File: src/rtl/hub75_pkg.sv
// Shared HUB75 constants and types for the driver and the receiver.
package hub75_pkg;

  localparam int COLS      = 64;
  localparam int ADDR_BITS = 5;
  localparam int COL_BITS  = $clog2(COLS);

  localparam logic [15:0] FM_R1 = 16'h7FFF;
  localparam logic [15:0] FM_R2 = 16'h0040;

  typedef struct packed {
    logic [ADDR_BITS-1:0] row;
    logic [COL_BITS-1:0]  col;
    logic [5:0]           rgb;
  } pixel_t;

  typedef enum logic [1:0] {
    R_IDLE  = 2'd0,
    R_FETCH = 2'd1,
    R_EMIT  = 2'd2
  } rd_state_e;

endpackage

File: src/rtl/hub75_line_buf.sv
// Ping-pong line store: 2 banks x COLS words, bank select is the address MSB.
// Synchronous write, registered read with one cycle of latency.
module hub75_line_buf #(
  parameter int COLS = 64,
  parameter int W    = 6
) (
  input  logic                    i_clk,
  input  logic                    i_resetn,
  input  logic                    i_wr_en,
  input  logic [$clog2(COLS):0]   i_wr_addr,
  input  logic [W-1:0]            i_wr_data,
  input  logic                    i_rd_en,
  input  logic [$clog2(COLS):0]   i_rd_addr,
  output logic [W-1:0]            o_rd_data
);

  logic [W-1:0] r_mem [2*COLS];

  always_ff @(posedge i_clk) begin
    if (i_wr_en) r_mem[i_wr_addr] <= i_wr_data;
  end

  always_ff @(posedge i_clk) begin
    if (!i_resetn)    o_rd_data <= '0;
    else if (i_rd_en) o_rd_data <= r_mem[i_rd_addr];
  end

endmodule

File: src/rtl/hub75_rx.sv
// HUB75 panel-side receiver: oversamples the bus, rebuilds latched rows into a
// valid/ready pixel stream. Optional FM6126 register snooping: FM6126_SNOOP_EN.
//   state   | meaning
//   R_IDLE  | waiting for the read bank to be full
//   R_FETCH | buffer read issued at rcol
//   R_EMIT  | pixel presented, held until px_ready
module hub75_rx
  import hub75_pkg::*;
#(
  parameter int COLS        = hub75_pkg::COLS,
  parameter int ADDR_BITS   = hub75_pkg::ADDR_BITS,
  parameter int SYNC_STAGES = 2
) (
  input  logic                      clk,
  input  logic                      resetn,
  input  logic                      hub_sclk,
  input  logic                      hub_latch,
  input  logic                      hub_blank,
  input  logic [ADDR_BITS-1:0]      hub_addr,
  input  logic [2:0]                hub_rgb0,
  input  logic [2:0]                hub_rgb1,
  output logic                      px_valid,
  input  logic                      px_ready,
  output logic [ADDR_BITS-1:0]      px_row,
  output logic [$clog2(COLS)-1:0]   px_col,
  output logic [5:0]                px_rgb,
  output logic                      px_last,
  output logic                      row_err,
  output logic                      ovf,
  output logic                      blanked
`ifdef FM6126_SNOOP_EN
  ,
  output logic                      reg_valid,
  output logic [6:0]                reg_len,
  output logic [15:0]               reg_data
`endif
);

  localparam int CW      = $clog2(COLS);
  localparam int SW      = 3 + ADDR_BITS + 6;
  localparam int B_SCLK  = SW - 1;
  localparam int B_LATCH = SW - 2;
  localparam int B_BLANK = SW - 3;
  localparam logic [SW-1:0] SYNC_RST = {3'b001, {(ADDR_BITS + 6){1'b0}}};

  // All bus signals ride one vector so every bit sees the same latency.
  logic [SW-1:0] r_sync [SYNC_STAGES];
  logic [SW-1:0] w_s;
  logic          r_sclk_d, r_latch_d;

  always_ff @(posedge clk) begin
    if (!resetn) begin
      for (int i = 0; i < SYNC_STAGES; i++) r_sync[i] <= SYNC_RST;
      r_sclk_d  <= 1'b0;
      r_latch_d <= 1'b0;
    end else begin
      r_sync[0] <= {hub_sclk, hub_latch, hub_blank, hub_addr, hub_rgb1, hub_rgb0};
      for (int i = 1; i < SYNC_STAGES; i++) r_sync[i] <= r_sync[i-1];
      r_sclk_d  <= w_s[B_SCLK];
      r_latch_d <= w_s[B_LATCH];
    end
  end

  logic                 w_latch, w_sclk_rise, w_latch_fall;
  logic [ADDR_BITS-1:0] w_addr;
  logic [5:0]           w_rgb;

  assign w_s          = r_sync[SYNC_STAGES-1];
  assign w_latch      = w_s[B_LATCH];
  assign w_addr       = w_s[ADDR_BITS+5:6];
  assign w_rgb        = w_s[5:0];
  assign w_sclk_rise  = w_s[B_SCLK] & ~r_sclk_d;
  assign w_latch_fall = ~w_latch & r_latch_d;
  assign blanked      = w_s[B_BLANK];

  logic                 r_wbank, r_rbank;
  logic [CW:0]          r_wcol;
  logic [CW-1:0]        r_rcol;
  logic [6:0]           r_lcnt;
  logic                 r_too_many, r_blocked;
  logic [1:0]           r_full;
  logic [ADDR_BITS-1:0] r_tag [2];
  logic                 r_row_err, r_ovf;

  logic w_wcol_full, w_bank_free, w_we, w_commit, w_err, w_ovf;
  logic w_rd_en, w_valid, w_xfer, w_rd_done;
  logic [5:0] w_rd_data;

  assign w_wcol_full = (r_wcol == (CW+1)'(COLS));
  assign w_bank_free = ~r_full[r_wbank] | (w_rd_done & (r_rbank == r_wbank));
  assign w_we        = w_sclk_rise & ~w_latch & ~w_latch_fall & ~w_wcol_full
                     & ~r_full[r_wbank];
  assign w_err       = w_latch_fall & (r_lcnt == 7'd0) & (~w_wcol_full | r_too_many);
  // A row whose shifts hit a still-full bank is incomplete, so it counts as overflow.
  assign w_ovf       = w_latch_fall & (r_lcnt == 7'd0) & w_wcol_full & ~r_too_many
                     & (~w_bank_free | r_blocked);
  assign w_commit    = w_latch_fall & (r_lcnt == 7'd0) & w_wcol_full & ~r_too_many
                     & ~r_blocked & w_bank_free;

  always_ff @(posedge clk) begin
    if (!resetn) begin
      r_wbank    <= 1'b0;
      r_wcol     <= '0;
      r_lcnt     <= '0;
      r_too_many <= 1'b0;
      r_blocked  <= 1'b0;
      r_tag[0]   <= '0;
      r_tag[1]   <= '0;
      r_row_err  <= 1'b0;
      r_ovf      <= 1'b0;
    end else begin
      if (w_latch_fall) begin
        r_wcol     <= '0;
        r_lcnt     <= '0;
        r_too_many <= 1'b0;
        r_blocked  <= 1'b0;
      end else if (w_sclk_rise) begin
        if (w_latch) begin
          if (r_lcnt != 7'h7F) r_lcnt <= r_lcnt + 7'd1;
        end else if (w_wcol_full) begin
          r_too_many <= 1'b1;
        end else begin
          r_wcol <= r_wcol + (CW+1)'(1);
          if (r_full[r_wbank]) r_blocked <= 1'b1;
        end
      end
      if (w_commit) begin
        r_tag[r_wbank] <= w_addr;
        r_wbank        <= ~r_wbank;
      end
      if (w_err) r_row_err <= 1'b1;
      if (w_ovf) r_ovf     <= 1'b1;
    end
  end

  // Commit after free so a bank released and refilled in one cycle ends up full.
  always_ff @(posedge clk) begin
    if (!resetn) begin
      r_full <= 2'b00;
    end else begin
      if (w_rd_done) r_full[r_rbank] <= 1'b0;
      if (w_commit)  r_full[r_wbank] <= 1'b1;
    end
  end

  hub75_line_buf #(.COLS(COLS), .W(6)) u_buf (
    .i_clk     (clk),
    .i_resetn  (resetn),
    .i_wr_en   (w_we),
    .i_wr_addr ({r_wbank, r_wcol[CW-1:0]}),
    .i_wr_data (w_rgb),
    .i_rd_en   (w_rd_en),
    .i_rd_addr ({r_rbank, r_rcol}),
    .o_rd_data (w_rd_data)
  );

  rd_state_e r_state, w_next;

  always_ff @(posedge clk) begin
    if (!resetn) r_state <= R_IDLE;
    else         r_state <= w_next;
  end

  always_comb begin
    w_next    = r_state;
    w_rd_en   = 1'b0;
    w_valid   = 1'b0;
    w_xfer    = 1'b0;
    w_rd_done = 1'b0;
    case (r_state)
      R_IDLE:  if (r_full[r_rbank]) w_next = R_FETCH;
      R_FETCH: begin
        w_rd_en = 1'b1;
        w_next  = R_EMIT;
      end
      R_EMIT: begin
        w_valid = 1'b1;
        if (px_ready) begin
          w_xfer = 1'b1;
          if (r_rcol == CW'(COLS - 1)) begin
            w_rd_done = 1'b1;
            w_next    = R_IDLE;
          end else begin
            w_next = R_FETCH;
          end
        end
      end
      default: w_next = R_IDLE;
    endcase
  end

  always_ff @(posedge clk) begin
    if (!resetn) begin
      r_rbank <= 1'b0;
      r_rcol  <= '0;
    end else if (w_rd_done) begin
      r_rbank <= ~r_rbank;
      r_rcol  <= '0;
    end else if (w_xfer) begin
      r_rcol <= r_rcol + CW'(1);
    end
  end

  pixel_t w_px;

  assign w_px.row = r_tag[r_rbank];
  assign w_px.col = r_rcol;
  assign w_px.rgb = w_rd_data;

  assign px_valid = w_valid;
  assign px_row   = w_px.row;
  assign px_col   = w_px.col;
  assign px_rgb   = w_px.rgb;
  assign px_last  = w_valid & (r_rcol == CW'(COLS - 1));
  assign row_err  = r_row_err;
  assign ovf      = r_ovf;

`ifdef FM6126_SNOOP_EN
  logic [15:0] r_snoop;

  always_ff @(posedge clk) begin
    if (!resetn) begin
      r_snoop   <= '0;
      reg_valid <= 1'b0;
      reg_len   <= '0;
      reg_data  <= '0;
    end else begin
      reg_valid <= 1'b0;
      if (w_sclk_rise) r_snoop <= {r_snoop[14:0], w_rgb[0]};
      if (w_latch_fall && (r_lcnt != 7'd0)) begin
        reg_valid <= 1'b1;
        reg_len   <= r_lcnt;
        reg_data  <= r_snoop;
      end
    end
  end
`endif

endmodule

File: config.mk
export PLATFORM = sky130hd
export DESIGN_NAME = hub75_rx
export DESIGN_NICKNAME = d
export VERILOG_FILES = /design/src/rtl/hub75_pkg.sv /design/src/rtl/hub75_line_buf.sv /design/src/rtl/hub75_rx.sv
export SDC_FILE = /design/constraint.sdc
export NUM_CORES = 1
export LEC_CHECK = 0
export BUFFER_PORTS_ARGS = -buffer_cell sky130_fd_sc_hd__buf_4
export CAP_MARGIN = 20
export CORE_MARGIN = 4
export CORE_UTILIZATION = 63
export DETAILED_ROUTE_END_ITERATION = 7
export PLACE_DENSITY = 0.83
export RECOVER_POWER = 100
export SLEW_MARGIN = 10
export SYNTH_ARGS = -nofsm -noshare
export SYNTH_HDL_FRONTEND = slang
export SYNTH_HIERARCHICAL = 1
export SYNTH_SLANG_ARGS = --single-unit
File: constraint.sdc
create_clock -name clk -period 3.4 [get_ports clk]
set_clock_uncertainty 0.15 [all_clocks]
set_input_delay 0.51 -clock clk [delete_from_list [all_inputs] [get_ports clk]]
set_output_delay 0.51 -clock clk [all_outputs]
set_load 0.1 [all_outputs]
---- Word-level counts from Yosys, hierarchy flattened ----
Memory sizes are Yosys's and may differ from the RTL's. A register that Yosys moved wholly into a read port is not among the register bits.
Cells that the tools add are included.
storage, ports and cells
  register bits ........................... 32
  RAM bits ................................ 806
  logic and storage cells ................. 114
  memories ................................ 3
operators by class
  add/sub/neg operators ................... 3
  order comparisons ....................... 4
  equality and inequality tests ........... 8
  muxes and demuxes ....................... 36
  bitwise logic cells ..................... 34
  reduce and logical (&&, ||, !) cells .... 13
memory list
  memory       depth  width  read ports  clocked after memory_dff  write ports  line                  text
  u_buf.r_mem  128    6      1           1                         1            hub75_line_buf.sv:17  logic [W-1:0] r_mem [2*COLS];
  r_sync       2      14     2           0                         2            hub75_rx.sv:47        logic [SW-1:0] r_sync [SYNC_STAGES];
  r_tag        2      5      1           1                         2            hub75_rx.sv:82        logic [ADDR_BITS-1:0] r_tag [2];
operator list
  operator                                                               count
  14-bit 2-to-1 mux                                                      2
  1-bit 2-to-1 mux                                                       25
  1-bit bitwise AND                                                      15
  7-bit by 1-bit adder with 7-bit output (second input constant)         2
  1-bit NOT                                                              11
  2-bit 2-to-1 mux                                                       5
  3-bit AND reduction                                                    3
  7-bit == test (second input constant)                                  1
  7-bit logical NOT                                                      1
  7-bit inequality test (second input constant)                          1
  6-bit by 1-bit adder with 6-bit output (second input constant)         1
  6-bit == test (second input constant)                                  1
  2-bit one-hot mux with 3 select lines                                  1
  5-bit 2-to-1 mux                                                       1
  1-bit bitwise OR                                                       5
  5-bit OR reduction                                                     1
  1-bit by 2-bit < comparator with 1-bit output (second input constant)  2
  2-bit inequality test (second input constant)                          2
  4-bit AND reduction                                                    1
  2-bit OR reduction                                                     2
  2-bit bitwise AND                                                      1
  1-bit demux with 1-bit select                                          2
  2-bit by 1-bit == test with 1-bit output (second input constant)       1
  2-bit == test (second input constant)                                  1
  other kinds (8)                                                        10

---- Longest topological paths before layout ----
An unclocked memory read counts as a cell.
  depth after elaboration ................. 13
  mapped depth ............................ 12
  gate-level depth less buffers ........... 8

---- Modules after synthesis ----
Netlist, hierarchy kept.
by module, submodules not included
  module          times used  cells each  area each (sq um)
  hub75_line_buf  1           1584        30668.2
  hub75_rx        1           266         2762.6

---- Least setup slack after synthesis ----
Ideal clock, no wire load.
  kind .................................... register -> output
  start point ............................. register r_rcol[1] (netlist: px_col[1])
  end point ............................... output port px_last
  data arrival time ....................... 2.924 ns
  required time ........................... 2.740 ns
  path slack .............................. -0.184 ns
  cell stages (with the launch flop) ...... 5
  cells stage by stage .................... dfxtp_1 -> ha_1 -> and3_1 -> nand3_1 -> nor2_1
between the ends
  cells in the longest elaborated chain, start to end .. 2
RTL lines
  what                    line             text
  from (decl)             hub75_rx.sv:78   logic [CW-1:0] r_rcol;
  from (signal assigned)  hub75_rx.sv:200  r_rcol <= r_rcol + CW'(1);
  6-bit == test           hub75_rx.sv:214  assign px_last = w_valid & (r_rcol == CW'(COLS - 1));
  1-bit bitwise AND       hub75_rx.sv:214
  to (decl)               hub75_rx.sv:27   output logic px_last,
Every way passes these cells.

==> metrics.csv <==
metric,value,unit
async_reset_ff_frac,0,
holdPathStages,3,
min_path_type,in -> reg,
rows,84,
cts.path.max_buffers,3,
viasPerCell,6.887,
area_growth_syn_to_layout,11.93,%
synth-edff-count,778,
synthDominantCellAreaShare,0.6988,
routed_wl,81650,um
critPathMaxStageDelay,0.63,ns
path_cells,buf_8 > clkbuf_2 > mux4_2 > mux4_2 > o22ai_1 > nor3_1 > nor4_1 > nor3_1,
yosys_most_used_dff,edfxtp_1,
fp.dieW,238.4,um
setup_viol,0,
arrival,3.71,ns
gr-total-overflow,0,
yosysWarningCount,6,
reg2reg_from,px_col[0]$_SDFFE_PP0P_,
slew_viol_final,440,
grt_pass1_wl,121900,um
slowest_stage,mux4_2,
pwr_density_cell,552.0,mW/mm^2
worst_pin_slew,2.805,ns
clk_latency,0.62,ns
critPathKind,reg -> reg,
hold_end,r_state[1]$_SDFFE_PN0P_,
grt_setup_unrepaired,false,
peakVddDrop,0.4050,mV
drtIter0Drc,2875,
violations,"capacitance limit, slew limit",
vias,18830,
place_hpwl,49310,um
cp.required,3.72,ns
grt_pass1_vias,18828,
synth_fp_nets,1872,
r2r_end,u_buf/o_rd_data[1]$_SDFFE_PN0P_,
firstDrtPassIters,8,
die_area,0.05681,sq mm
nNetsFinal,2005,
antenna_found_initial,3,
drc,0,
status,"finished, violations left",
r2r_cells,8,
cts_max_level,3,
critPathTopFamily,multiplexers,
grt_max_degree,129,
synth_cells,1850,
drive_gt1_frac,0.1833,
fin_crit,3.385,ns
p_total,20.66,mW
netlist_area,0.03343,sq mm
path_buf_inv,2,
max_freq,295.5,MHz
ys_seq_area_frac,0.7389,
synthTopCellsByArea,"edfxtp_1 70%, mux4_2 7.7%, mux2i_1 4.8%, dfxtp_1 4.0%, nor2_1 1.8%",
cts_tree,done,
die_h,238.4,um
place_congestion,0.9082,
grt_use_total,0.2888,
end_kind,flip-flop,
numCtsBuffers,79,
start_kind,flip-flop,
avgSynthCellArea,18.07,sq um
hold_start,px_ready,
final_antenna_net_count,0,
final_hold_viol_count,0,
ys_ff_latch,845,
cp_max_fo,11,
finalCritPeriodShare,0.9954,
core-area,0.05255,sq mm
rrSetupSlack,0.02,ns
routedWlPerCell,29.86,um
post-route-util,0.7120,
clkTransAtPathRegs,0.06,ns
portBuffers,38,
yosysTopAreaCell,edfxtp_1,
ios,39,
slew_headroom,-0.8703,
ys_types,66,
ctsRootBufferMaster,clkbuf_16,
n_antenna_cell,0,
start_util,0.6362,
clkSinkCount,845,
p_leak,11.57,nW
maxCapViolCount,5,
worst max-delay path by stage:
stage                                       from                         endpoint  slack [ns]  cells after the start
final                     px_col[0]$_SDFFE_PP0P_  u_buf/o_rd_data[1]$_SDFFE_PN0P_        0.02                      8
after global placement    px_col[0]$_SDFFE_PP0P_  u_buf/o_rd_data[5]$_SDFFE_PN0P_       -0.07                      7
after CTS                 px_col[3]$_SDFFE_PP0P_  u_buf/o_rd_data[5]$_SDFFE_PN0P_        0.03                      7
after floorplan           px_col[0]$_SDFFE_PP0P_  u_buf/o_rd_data[2]$_SDFFE_PN0P_        0.24                      8
after global routing      px_col[0]$_SDFFE_PP0P_  u_buf/o_rd_data[3]$_SDFFE_PN0P_        0.03                      8
after detailed placement  px_col[0]$_SDFFE_PP0P_  u_buf/o_rd_data[5]$_SDFFE_PN0P_       -0.18                      7
synthesized netlist by cell type (all sizes together), types with 2 or more instances:
library cell / n
buf: 48
or3: 3
mux4: 126
or2: 3
nand4bb: 2
nand3b: 2
a22oi: 22
nor4: 9
nand2b: 10
a31oi: 8
nor3b: 3
o22ai: 41
o211ai: 4
a2111oi: 2
o2111ai: 2
a21oi: 40
xnor2: 12
o221ai: 36
and2: 47
nand3: 30
inv: 19
nand4: 7
dfxtp: 67
and3: 2
nor2: 160
edfxtp: 778
ha: 5
xor2: 4
nor3: 34
mux2i: 159
nand2: 37
mux2: 18
o21ai: 28
o21a: 4
nor2b: 13
clkbuf: 48
layout make-up:
| type | instances | area, sq um |
|---|---|---|
| sequential | 845 | 24720 |
| clock inverter | 39 | 436.7 |
| timing repair buffer | 149 | 1092 |
| inverter | 19 | 71.32 |
| tap | 688 | 860.8 |
| multi-input combinational | 889 | 7984 |
| clock buffer | 105 | 2250 |
| fill | 2951 | 15130 |
tightest hold or removal path: stages:
cell	delay, ns
buf_4	0.12
nor2_1	0.05
o21a_1	0.16
logic make-up (layout without fill, tap and decap cells):
logic type	Yosys count	after routing	synth area share
adders and majority gates	5	5	0.001871
and+or+nand+nor	369	369	0.05382
xor gates and xnor gates	16	16	0.004192
buffers and inverters	116	312	0.02186
muxes	303	303	0.1399
AOI/OAI and AO/OA	196	196	0.03941
DFF	845	845	0.7390
through the flow:
| step | setup TNS [ns] | instance area (sq um) | setup slack [ns] | std cells | hold slack [ns] |
|---|---|---|---|---|---|
| 2_1_floorplan | 0 | 33430 | 0.2366 | 1850 | 0.2363 |
| 3_3_place_gp | -0.07452 | 34750 | -0.07452 | 2574 | 0.2399 |
| 3_5_place_dp | -0.1772 | 34750 | -0.1772 | 2574 | 0.2563 |
| 4_1_cts | 0 | 37630 | 0.03040 | 2734 | 0.1044 |
| 5_1_grt | 0 | 37420 | 0.03224 | 2734 | 0.1229 |
| 6_report | 0 | 37420 | 0.01549 | 2734 | 0.1274 |
report_power, final:
part | internal [mW] | leakage, nW | switching (mW)
combinational | 0.0467 | 2.53 | 0.153
sequential | 11.3 | 7.72 | 0.0491
clock | 5.35 | 1.32 | 3.74
total | 16.7 | 11.6 | 3.94
per-layer routing:
metal,vias up,global-route usage,wire (um)
met4,6,0.1119,3437
li1,7675,-,-
met2,1465,0.4541,38880
met5,-,0,32
met3,249,0.07189,10460
met1,9435,0.3993,28840
state kept, by name, summed over array words and instances, names as in the netlist, 2 cells and up, named ones only:
signal           cells
r_state              2
r_sync              28
px_col               6
r_full               2
u_buf/r_mem        768
u_buf/o_rd_data      6
r_lcnt               7
r_wcol               7
r_tag               10
cells in the final DEF (no fill, tap or decap), types with 4 or more instances in the layout:
cell type | synthesis | final
a21oi_1 | 40 | 40
a22oi_1 | 22 | 22
a31oi_1 | 8 | 8
and2_0 | 2 | 19
and2_1 | 45 | 28
buf_12 | 2 | 5
buf_4 | 11 | 83
bufinv_16 | 0 | 9
clkbuf_1 | 43 | 44
clkbuf_16 | 0 | 83
clkbuf_2 | 1 | 11
clkbuf_8 | 3 | 9
clkinv_1 | 0 | 10
clkinv_2 | 0 | 12
dfxtp_1 | 67 | 59
dfxtp_2 | 0 | 4
dfxtp_4 | 0 | 4
dlygate4sd3_1 | 0 | 14
edfxtp_1 | 778 | 778
ha_1 | 5 | 5
inv_1 | 18 | 18
mux2_2 | 18 | 17
mux2i_1 | 159 | 159
mux4_1 | 12 | 12
mux4_2 | 114 | 114
nand2_1 | 37 | 37
nand2b_1 | 10 | 10
nand3_1 | 30 | 30
nand4_1 | 7 | 7
nor2_1 | 160 | 159
nor2b_1 | 13 | 13
nor3_1 | 33 | 33
nor4_1 | 8 | 8
o211ai_1 | 4 | 4
o21a_1 | 4 | 4
o21ai_0 | 28 | 28
o221ai_1 | 36 | 36
o22ai_1 | 40 | 40
xnor2_1 | 12 | 12
xor2_1 | 4 | 4
repair_timing:
action	in CTS	in global routing
setup buffers	2	0
hold endpoints to repair	14	0
endpoints found under the setup margin	2	1
gates resized for setup	0	1
hold buffers	14	0
Power figures use the tool's default switching activity.
